File: src/rtl/uart_rx_sink.sv
// uart_rx_sink: oversampling 8N1 UART receiver with a small output FIFO
// and single-cycle framing-error / overflow pulses.
module uart_rx_sink #(
    parameter int unsigned BAUD_DIV   = 434,
    parameter int unsigned FIFO_DEPTH = 8
) (
    input  logic                          clk_i,
    input  logic                          rst_ni,
    input  logic                          rx_i,
    output logic [7:0]                    data_o,
    output logic                          valid_o,
    input  logic                          ready_i,
    output logic                          frame_err_o,
    output logic                          overflow_o,
    output logic                          busy_o,
    output logic [$clog2(FIFO_DEPTH):0]   level_o
);

    localparam int unsigned AW        = $clog2(FIFO_DEPTH);
    localparam int unsigned CW        = AW + 1;
    localparam logic [15:0] HALF_LAST = 16'(BAUD_DIV / 2 - 1);
    localparam logic [15:0] BIT_LAST  = 16'(BAUD_DIV - 1);

    typedef enum logic [2:0] {
        S_IDLE,
        S_START,
        S_DATA,
        S_STOP,
        S_BREAK
    } state_t;

    logic          rx_s1, rx_s2;
    state_t        state, state_n;
    logic [15:0]   cnt, cnt_n;
    logic [2:0]    bit_idx, bit_idx_n;
    logic [7:0]    shift, shift_n;
    logic          push_c, ferr_c;

    logic [7:0]    mem [FIFO_DEPTH];
    logic [AW-1:0] rd_ptr, wr_ptr;
    logic [CW-1:0] count;
    logic          pop, full, accept;

    // Two-flop synchronizer; idles high so reset does not look like a start bit.
    always_ff @(posedge clk_i or negedge rst_ni) begin
        if (!rst_ni) begin
            rx_s1 <= 1'b1;
            rx_s2 <= 1'b1;
        end else begin
            rx_s1 <= rx_i;
            rx_s2 <= rx_s1;
        end
    end

    // Receiver state register.
    always_ff @(posedge clk_i or negedge rst_ni) begin
        if (!rst_ni) begin
            state   <= S_IDLE;
            cnt     <= '0;
            bit_idx <= '0;
            shift   <= '0;
        end else begin
            state   <= state_n;
            cnt     <= cnt_n;
            bit_idx <= bit_idx_n;
            shift   <= shift_n;
        end
    end

    // Deframing: half-bit wait to the start centre, then full-bit steps to each centre.
    always_comb begin
        state_n   = state;
        cnt_n     = cnt;
        bit_idx_n = bit_idx;
        shift_n   = shift;
        push_c    = 1'b0;
        ferr_c    = 1'b0;
        unique case (state)
            S_IDLE: begin
                cnt_n = '0;
                if (!rx_s2) state_n = S_START;
            end
            S_START: begin
                if (cnt == HALF_LAST) begin
                    cnt_n     = '0;
                    bit_idx_n = '0;
                    state_n   = rx_s2 ? S_IDLE : S_DATA;
                end else begin
                    cnt_n = cnt + 16'd1;
                end
            end
            S_DATA: begin
                if (cnt == BIT_LAST) begin
                    cnt_n            = '0;
                    shift_n[bit_idx] = rx_s2;
                    if (bit_idx == 3'd7) state_n = S_STOP;
                    else bit_idx_n = bit_idx + 3'd1;
                end else begin
                    cnt_n = cnt + 16'd1;
                end
            end
            S_STOP: begin
                if (cnt == BIT_LAST) begin
                    cnt_n = '0;
                    if (rx_s2) begin
                        push_c  = 1'b1;
                        state_n = S_IDLE;
                    end else begin
                        ferr_c  = 1'b1;
                        state_n = S_BREAK;
                    end
                end else begin
                    cnt_n = cnt + 16'd1;
                end
            end
            S_BREAK: begin
                cnt_n = '0;
                if (rx_s2) state_n = S_IDLE;
            end
            default: state_n = S_IDLE;
        endcase
    end

    assign pop    = valid_o && ready_i;
    assign full   = (count == CW'(FIFO_DEPTH));
    assign accept = push_c && (!full || pop);

    // FIFO storage; a full FIFO with a simultaneous pop still accepts the byte.
    always_ff @(posedge clk_i or negedge rst_ni) begin
        if (!rst_ni) begin
            for (int i = 0; i < int'(FIFO_DEPTH); i++) mem[i] <= '0;
        end else if (accept) begin
            mem[wr_ptr] <= shift;
        end
    end

    // FIFO pointers, occupancy and event pulses.
    always_ff @(posedge clk_i or negedge rst_ni) begin
        if (!rst_ni) begin
            rd_ptr      <= '0;
            wr_ptr      <= '0;
            count       <= '0;
            frame_err_o <= 1'b0;
            overflow_o  <= 1'b0;
        end else begin
            if (accept) wr_ptr <= wr_ptr + AW'(1);
            if (pop)    rd_ptr <= rd_ptr + AW'(1);
            if (accept && !pop)      count <= count + CW'(1);
            else if (!accept && pop) count <= count - CW'(1);
            frame_err_o <= ferr_c;
            overflow_o  <= push_c && full && !pop;
        end
    end

    assign data_o  = mem[rd_ptr];
    assign valid_o = (count != '0);
    assign level_o = count;
    assign busy_o  = (state != S_IDLE);

endmodule

File: config.mk
export PLATFORM = sky130hd
export DESIGN_NAME = uart_rx_sink
export DESIGN_NICKNAME = d
export VERILOG_FILES = /design/src/rtl/uart_rx_sink.sv
export SDC_FILE = /design/constraint.sdc
export NUM_CORES = 1
export LEC_CHECK = 0
export BUFFER_PORTS_ARGS = -buffer_cell sky130_fd_sc_hd__buf_2
export CAP_MARGIN = 5
export CORE_MARGIN = 5
export CORE_UTILIZATION = 50
export CTS_CLUSTER_SIZE = 10
export DETAILED_ROUTE_END_ITERATION = 8
export GPL_TIMING_DRIVEN = 1
export PLACE_DENSITY = 0.67
export SLEW_MARGIN = 15
export SYNTH_ARGS = -nofsm -noshare
export SYNTH_HDL_FRONTEND = slang
export SYNTH_SLANG_ARGS = --single-unit
File: constraint.sdc
create_clock -name clk_i -period 8.2 [get_ports clk_i]
set_input_delay 1.23 -clock clk_i [delete_from_list [all_inputs] [get_ports clk_i]]
set_output_delay 1.23 -clock clk_i [all_outputs]
set_load 0.01 [all_outputs]
==> impl_metrics.json, run 1 <==
{
  "r2r_slack_ns": 5.10,
  "pwr-share-clk_pct": 40.7,
  "crit_path_max_fanout": 18,
  "worstReg2RegStart": "cnt[1]",
  "crit_path_start": "rd_ptr[1]",
  "drtIter0Drc": 138,
  "path_cells": "mux4_2 -> mux2_2 -> buf_2",
  "drv_slew": 0,
  "drt.antenna.violating_nets": 0,
  "min_path_type": "reg2reg",
  "wl_per_cell_um": 17.8,
  "post_cts_buffers": 0,
  "critPathLaunchType": "flop",
  "clockBufferDepth": 2,
  "maxCapViolations": 0,
  "numCtsBuffers": 9,
  "fin_ws_ns": 4.83,
  "max_freq_mhz": 297,
  "final_common_cell": "dfrtp_1",
  "cp.required_ns": 6.97,
  "rows": 37,
  "synth_fp_nets": 401,
  "grt_max_degree": 62,
  "async_flop_share_pct": 100,
  "power.leakage_nw": 2.70,
  "seq_power_share_pct": 58.0,
  "cts.sinks": 108,
  "setup_viol": 0,
  "syn_to_final_growth_pct": 8.13,
  "syn_avg_cell_area_um2": 13.6,
  "ys.flop_type": "dfrtp_1",
  "whs_ns": 0.359,
  "dr.pass1.iters": 4,
  "worstPathArrival_ns": 2.14,
  "p_sw_w": 0.000184,
  "outcome": "finished clean",
  "reg2regPathDepth": 14,
  "grt_usage_pct": 16.6,
  "yosysUniqueCellTypes": 49,
  "worst_hold_path.num_cells": 0,
  "ir_drop_uv": 122,
  "p_per_area_nw_per_um2": 162,
  "swShare_pct": 20.0,
  "yosysWarnings": 0,
  "finClkSkew_ns": 0.0105,
  "tns_ns": 0,
  "vias": 2994,
  "synth.cell_area_um2": 5260,
  "globalplace.congestion": 0.821,
  "tritoncts": "done",
  "fp.dieW_um": 113,
  "grt_overflow": 0,
  "min_period_ns": 3.37,
  "end_kind": "output pin",
  "final_net_count": 416,
  "via_per_inst": 5.52,
  "drt_wl_total_um": 9630,
  "grt_antenna_before_repair": 0,
  "cts_hold_buf": 0,
  "place_ws_ns": 4.83,
  "layout-drive-gt1-share_pct": 37.4,
  "clkLatencyLatePin_ns": 0.37,
  "crit_path_max_incr_delay_ns": 0.92,
  "grt_pass1_wl_um": 16600,
  "htree_levels": 3,
  "design.core.area_um2": 10300,
  "slowest_stage": "dfrtp_1",
  "syn_inst": 386,
  "crit_type": "reg2out",
  "die_h_um": 113,
  "crit_buf_inv": 1,
  "ios": 20,
  "synth_seq_cells": 108,
  "nFillCells": 875,
  "io_buffers": 19,
  "period_share_pct": 41.1,
  "hold_end": "rx_s2",
  "tightest_slew_ns": 0.871,
  "clock_tree.root_cell": "clkbuf_8",
  "slew_headroom_pct": 41.6,
  "path_delay_family": "flip-flops",
  "worstHoldStart": "rx_s1",
  "die_area_um2": 12700,
  "grt_pass1_vias": 3190,
  "mostFrequentLayoutCells": "dfrtp_1, mux2_2, nor2_1, nand2_1, buf_2",
  "r2r_end": "level_o[3]",
  "synth_edf_count": 0,
  "rsz0062_at_grt": "no",
  "stdcell_count": 542,
  "clkTransAtPathRegs_ns": 0.10,
  "pwr-share-comb_pct": 1.3,
  "start_util_pct": 51.2,
  "drc": 0,
  "hold_viol": 0,
  "postCtsResizedCells": 0,
  "dpl.cell_count": 526,
  "fin_util_pct": 55.4,
  "cellInternalPower_w": 0.000736,
  "seq_area_frac_synth_pct": 51.4,
  "dp_hpwl_um": 6470,
  "diodes": 0
}
==> stage by stage <==
| step | power (W) | instance area, um^2 |
|---|---|---|
| 5_1_grt | 0.000953 | 5690 |
| 3_5_place_dp | 0.000557 | 5460 |
| 6_report | 0.000921 | 5690 |
| 2_1_floorplan | 0.000545 | 5260 |
| 4_1_cts | 0.000932 | 5690 |
| 3_3_place_gp | 0.000557 | 5460 |
==> synthesized netlist by cell type, types with 6 or more instances <==
cell type  instances  area [um^2]
clkbuf_1           9         33.8
ha_1              10          125
nand3_1           10         50.1
mux2_2            66          743
o21ai_0            6         30.0
xor2_1            11         96.3
mux4_2            16          360
mux2_4            16          240
nand2_1           18         67.6
nor4_1             9         56.3
dfrtp_1          106         2650
xnor2_1           11         96.3
nor2_1            25         93.8
nand2b_1           6         37.5
inv_1              9         33.8
==> power by group through the flow <==
stage / registers (W) / logic [W] / clock network, W
detailed placement: 0.000545 / 0.0000128 / 0
CTS: 0.000534 / 0.0000128 / 0.000385
floorplan: 0.000544 / 0.000000965 / 0
finish: 0.000534 / 0.0000119 / 0.000375
global route: 0.000534 / 0.0000148 / 0.000404
global placement: 0.000545 / 0.0000123 / 0
==> how the worst max path moves through the flow <==
stage,depth (start not counted),slack (ns),endpoint
after global placement,12,4.92,level_o[3]
after CTS,3,4.81,data_o[0]
after global routing,3,4.75,data_o[3]
after detailed placement,12,4.83,level_o[3]
final,3,4.83,data_o[0]
after floorplan,4,4.82,data_o[0]
==> layout make-up <==
type                    instances  area, um^2  area share, %
inverters                       9        33.8          0.594
repair buffers                 21         113           1.98
multi-input cells             252        2440           42.8
clock buffers                  11         131           2.31
flip-flops and latches        108        2710           47.5
well taps                     136         170           2.99
clock inverters                 5         100           1.76
==> flip-flops by register name, indices dropped and copies added, names as in the netlist <==
register and flops:
mem 64, cnt 16, shift 8, level_o 4, bit_idx 3, rd_ptr 3, state 3, wr_ptr 3
frame_err_o 1, overflow_o 1, rx_s1 1, rx_s2 1
==> cell families (layout without fill, tap and decap cells) <==
family	count (synthesis)	after routing	synth area share, %
simple gates	105	105	12.3
xor+xnor	22	22	3.66
fa+ha+maj	11	11	2.76
flops	108	108	51.4
mux	98	98	25.5
compound gates	16	16	2.05
buf+inv	26	46	2.28
==> worst reg2reg max path, delay by kind of cell, from the launching register on <==
kind | cells | cell delay (ns)
simple gates | 4 | 0.96
xor+xnor | 2 | 0.27
buf+inv | 3 | 0.39
compound gates | 2 | 0.33
flops | 1 | 0.41
fa+ha+maj | 3 | 0.63
==> routing by layer <==
| metal | vias to the layer above | GRT usage, % | wire, um |
|---|---|---|---|
| li1 | 1427 | - | - |
| met1 | 1517 | 21.2 | 4290 |
| met2 | 34 | 27.8 | 4920 |
| met3 | 16 | 3.67 | 247 |
| met4 | 0 | 5.69 | 171 |
| met5 | - | 0 | 0 |
Power figures use the tool's default switching activity.
==> inputs of run 2 (changes only) <==
clock period = 3.3 ns   (was 8.2 ns; I/O delays follow)
==> impl_metrics.json, run 2 (synthesized netlist as in run 1, its figures left out) <==
{
  "top_regs": "mem: 64 flops, cnt: 16 flops, shift: 8 flops",
  "max_freq_mhz": 343,
  "globalplace.congestion": 0.814,
  "cellInternalPower_w": 0.00162,
  "grt_pass1_wl_um": 16600,
  "critPathLaunchType": "flop",
  "setup_viol": 0,
  "clkLatencyLatePin_ns": 0.37,
  "period_share_pct": 88.4,
  "final_common_cell": "dfrtp_1",
  "whs_ns": 0.212,
  "tightest_slew_ns": 0.889,
  "syn_to_final_growth_pct": 8.11,
  "ios": 20,
  "cts_hold_buf": 0,
  "dp_hpwl_um": 6570,
  "final_net_count": 423,
  "pwr-share-clk_pct": 35.2,
  "slew_headroom_pct": 40.7,
  "drtIter0Drc": 99,
  "htree_levels": 3,
  "met1_usage_pct": 21.0,
  "start_util_pct": 51.2,
  "mostFrequentLayoutCells": "dfrtp_1, mux2_2, nor2_1, nand2_1, buf_2",
  "rows": 37,
  "clkTransAtPathRegs_ns": 0.10,
  "seq_power_share_pct": 63.4,
  "post_cts_buffers": 0,
  "crit_path_max_fanout": 4,
  "dr.pass1.iters": 4,
  "drc": 0,
  "regMostFlops": "mem",
  "tritoncts": "done",
  "end_kind": "flop",
  "clock_tree.root_cell": "clkbuf_8",
  "drv_slew": 0,
  "worstPathArrival_ns": 3.18,
  "hold_viol": 0,
  "swShare_pct": 22.4,
  "grt_antenna_before_repair": 0,
  "grt_max_degree": 70,
  "stdcell_count": 549,
  "rsz0062_at_grt": "no",
  "numCtsBuffers": 9,
  "met2_usage_pct": 28.2,
  "grt_overflow": 0,
  "ir_drop_uv": 287,
  "layout-drive-gt1-share_pct": 38.7,
  "dpl.cell_count": 533,
  "crit_type": "reg2reg",
  "design.core.area_um2": 10300,
  "power.leakage_nw": 2.70,
  "maxCapViolations": 0,
  "top_usage_layer": "met2",
  "drt_wl_total_um": 9760,
  "fp.dieW_um": 113,
  "io_buffers": 19,
  "grt_use_met3_pct": 4.64,
  "via_per_inst": 5.60,
  "grt_usage_pct": 16.5,
  "p_per_area_nw_per_um2": 368,
  "diodes": 0,
  "tns_ns": 0,
  "drt.antenna.violating_nets": 0,
  "finClkSkew_ns": 0.00953,
  "fin_total_pwr_w": 0.00209,
  "pwr-share-comb_pct": 1.5,
  "die_area_um2": 12700,
  "clockBufferDepth": 2,
  "min_path_type": "in2reg",
  "largest_reg_flops": 64,
  "p_sw_w": 0.000469,
  "postCtsResizedCells": 0,
  "min_period_ns": 2.92,
  "outcome": "finished clean",
  "cp.required_ns": 3.57,
  "place_ws_ns": 0.368,
  "vias": 3072,
  "die_h_um": 113,
  "fin_ws_ns": 0.384,
  "cts.sinks": 108,
  "grt_pass1_vias": 3184,
  "wl_per_cell_um": 17.8
}
## run 2: critical path, stage by stage (launching register included)
cell,delay (ns)
dfrtp_1,0.41
inv_1,0.10
ha_1,0.14
or3b_2,0.50
nor3_4,0.16
nand4_4,0.11
inv_1,0.14
ha_1,0.21
inv_1,0.09
ha_1,0.27
a21o_1,0.17
a21oi_1,0.16
xnor2_1,0.14
nor2_1,0.07
xor2_1,0.14
## run 2: area by class of cell
type / count / area [um^2]
clock buffer: 11 / 141
clock inverter: 5 / 36.3
fill: 871 / 4590
inverter: 9 / 33.8
multi-input combinational: 252 / 2440
sequential: 108 / 2710
tap: 136 / 170
timing repair buffer: 28 / 165
## run 2: worst paths after layout
| check | from | endpoint | slack, ns | depth (start not counted) |
|---|---|---|---|---|
| max | cnt[1] | level_o[3] | 0.38 | 14 |
| min | rx_i | rx_s1 | 0.21 | 1 |
| max reg2reg | cnt[1] | level_o[3] | 0.38 | 14 |
| min reg2reg | rx_s1 | rx_s2 | 0.36 | 0 |
| max in group asynchronous | rst_ni | mem[29] | 2.20 | 2 |
| min in group asynchronous | rst_ni | mem[62] | 0.22 | 1 |
## run 2: power by group through the flow
stage               clock, W  combinational, W  sequential, W
global placement           0         0.0000318        0.00135
detailed placement         0         0.0000330        0.00135
CTS                 0.000771         0.0000331        0.00133
floorplan                  0        0.00000240        0.00135
finish              0.000736         0.0000309        0.00133
global route        0.000827         0.0000371        0.00133
## run 2: metal layers
metal / vias up / routed length, um
li1: 1439 / -
met1: 1586 / 4320
met2: 39 / 5000
met3: 8 / 358
met4: 0 / 76
met5: - / 0
## run 2: stage by stage
| stage | cell area, um^2 | util [%] |
|---|---|---|
| floorplan | 5260 | - |
| global placement | 5510 | 53.6 |
| detailed placement | 5510 | 53.6 |
| CTS | 5690 | 55.3 |
| global route | 5690 | 55.3 |
| finish | 5690 | 55.3 |
==> inputs of run 3 (changes only) <==
CORE_ASPECT_RATIO = 0.5   (was unset)
==> impl_metrics.json, run 3 (synthesized netlist as in run 1, its figures left out) <==
{
  "top_regs": "mem: 64 flops, cnt: 16 flops, shift: 8 flops",
  "r2r_end": "level_o[3]",
  "crit_path_max_incr_delay_ns": 0.51,
  "rows": 26,
  "die_area_um2": 12800,
  "crit_type": "reg2reg",
  "ir_drop_uv": 292,
  "place_ws_ns": 0.328,
  "rsz0062_at_grt": "no",
  "wl_per_cell_um": 18.5,
  "clock_tree.root_cell": "clkbuf_16",
  "clockBufferDepth": 2,
  "final_common_cell": "dfrtp_1",
  "reg2regPathDepth": 14,
  "syn_to_final_growth_pct": 11.3,
  "r2r_slack_ns": 0.29,
  "worst_hold_path.num_cells": 1,
  "mostFrequentLayoutCells": "dfrtp_1, mux2_2, nor2_1, nand2_1, buf_2",
  "die_h_um": 82.5,
  "period_share_pct": 91.2,
  "grt_max_degree": 70,
  "maxCapViolations": 0,
  "ios": 20,
  "vias": 3142,
  "design.core.area_um2": 10200,
  "p_per_area_nw_per_um2": 435,
  "dpl-instance-area_um2": 5520,
  "path_cells": "inv_1 -> ha_1 -> or3b_2 -> nor3_4 -> nand4_4 -> inv_1 -> ha_1 -> inv_1 -> ha_1 -> a21o_1 -> a21oi_1 -> xnor2_1 -> nor2_1 -> xor2_1",
  "whs_ns": 0.243,
  "crit_path_max_fanout": 4,
  "cts.sinks": 108,
  "outcome": "finished clean",
  "slowest_stage": "or3b_2",
  "hold_viol": 0,
  "setup_viol": 0,
  "crit_path_start": "cnt[1]",
  "grt_usage_pct": 17.7,
  "fin_ws_ns": 0.292,
  "drtIter0Drc": 156,
  "drt.antenna.violating_nets": 0,
  "diodes": 0,
  "grt_pass1_wl_um": 17400,
  "layout-drive-gt1-share_pct": 39.1,
  "io_buffers": 19,
  "clkTransAtPathRegs_ns": 0.07,
  "drc": 0,
  "tritoncts": "done",
  "regMostFlops": "mem",
  "drv_slew": 0,
  "stdcell_count": 554,
  "final_cell_area_um2": 5860,
  "slew_headroom_pct": 40.8,
  "dp_hpwl_um": 6980,
  "clkLatencyLatePin_ns": 0.35,
  "finClkSkew_ns": 0.00654,
  "cp.required_ns": 3.53,
  "cts_hold_buf": 0,
  "htree_levels": 3,
  "via_per_inst": 5.67,
  "worstReg2RegStart": "cnt[1]",
  "tightest_slew_ns": 0.888,
  "critPathLaunchType": "flop",
  "min_period_ns": 3.01,
  "dpl.cell_count": 538,
  "grt_overflow": 0,
  "max_freq_mhz": 332,
  "post_cts_buffers": 0,
  "grt_pass1_vias": 3373,
  "drt_wl_total_um": 10300,
  "dr.pass1.iters": 4,
  "grt_antenna_before_repair": 0,
  "globalplace.congestion": 0.854,
  "end_kind": "flop",
  "min_path_type": "in2reg",
  "fp.dieW_um": 155,
  "worstHoldStart": "rx_i",
  "worstPathArrival_ns": 3.24,
  "largest_reg_flops": 64,
  "power.leakage_nw": 2.78,
  "hold_end": "rx_s1",
  "start_util_pct": 51.3,
  "final_net_count": 424,
  "tns_ns": 0,
  "numCtsBuffers": 9,
  "postCtsResizedCells": 0
}
-- run 3: through the flow --
stage / power [W] / utilization, %
after floorplan: 0.00135 / -
after global routing: 0.00262 / 57.2
after global placement: 0.00138 / 53.9
after detailed placement: 0.00139 / 53.9
final: 0.00255 / 57.2
after CTS: 0.00257 / 57.2
-- run 3: worst max-delay path, delay by kind of cell, from the launching register on --
| family | cells | cell delay, ns |
|---|---|---|
| AO/OA/AOI/OAI | 2 | 0.34 |
| XOR/XNOR | 2 | 0.28 |
| adder cells (fa/ha/maj) | 3 | 0.65 |
| buffers and inverters | 3 | 0.34 |
| flip-flops | 1 | 0.40 |
| AND/OR/NAND/NOR | 4 | 0.86 |
-- run 3: routing by layer --
metal	wire [um]	vias to the layer above	global-route usage (%)
met2	5040	51	30.9
met3	426	11	4.37
li1	-	1444	-
met1	4690	1636	22.8
met4	104	0	4.23
met5	0	-	0
-- run 3: final cells by class --
cell class                 instances  area, um^2
clock buffer                      10         239
fill                             823        4390
sequential                       108        2710
timing repair buffer              29         173
multi-input combinational        252        2440
tap                              140         175
clock inverter                     6        95.1
inverter                           9        33.8
-- run 3: where the power goes --
group,internal (W),switching (W)
clock,0.000694,0.000494
combinational,0.00000369,0.0000267
sequential,0.00132,0.00000246
total,0.00202,0.000523
-- run 3: how the worst max path moves through the flow --
| stage | to | depth (start not counted) |
|---|---|---|
| 6_report | level_o[3] | 14 |
| 5_1_grt | level_o[3] | 14 |
| 4_1_cts | level_o[3] | 14 |
| 3_5_place_dp | level_o[3] | 14 |
| 3_3_place_gp | level_o[3] | 14 |
| 2_1_floorplan | level_o[3] | 14 |
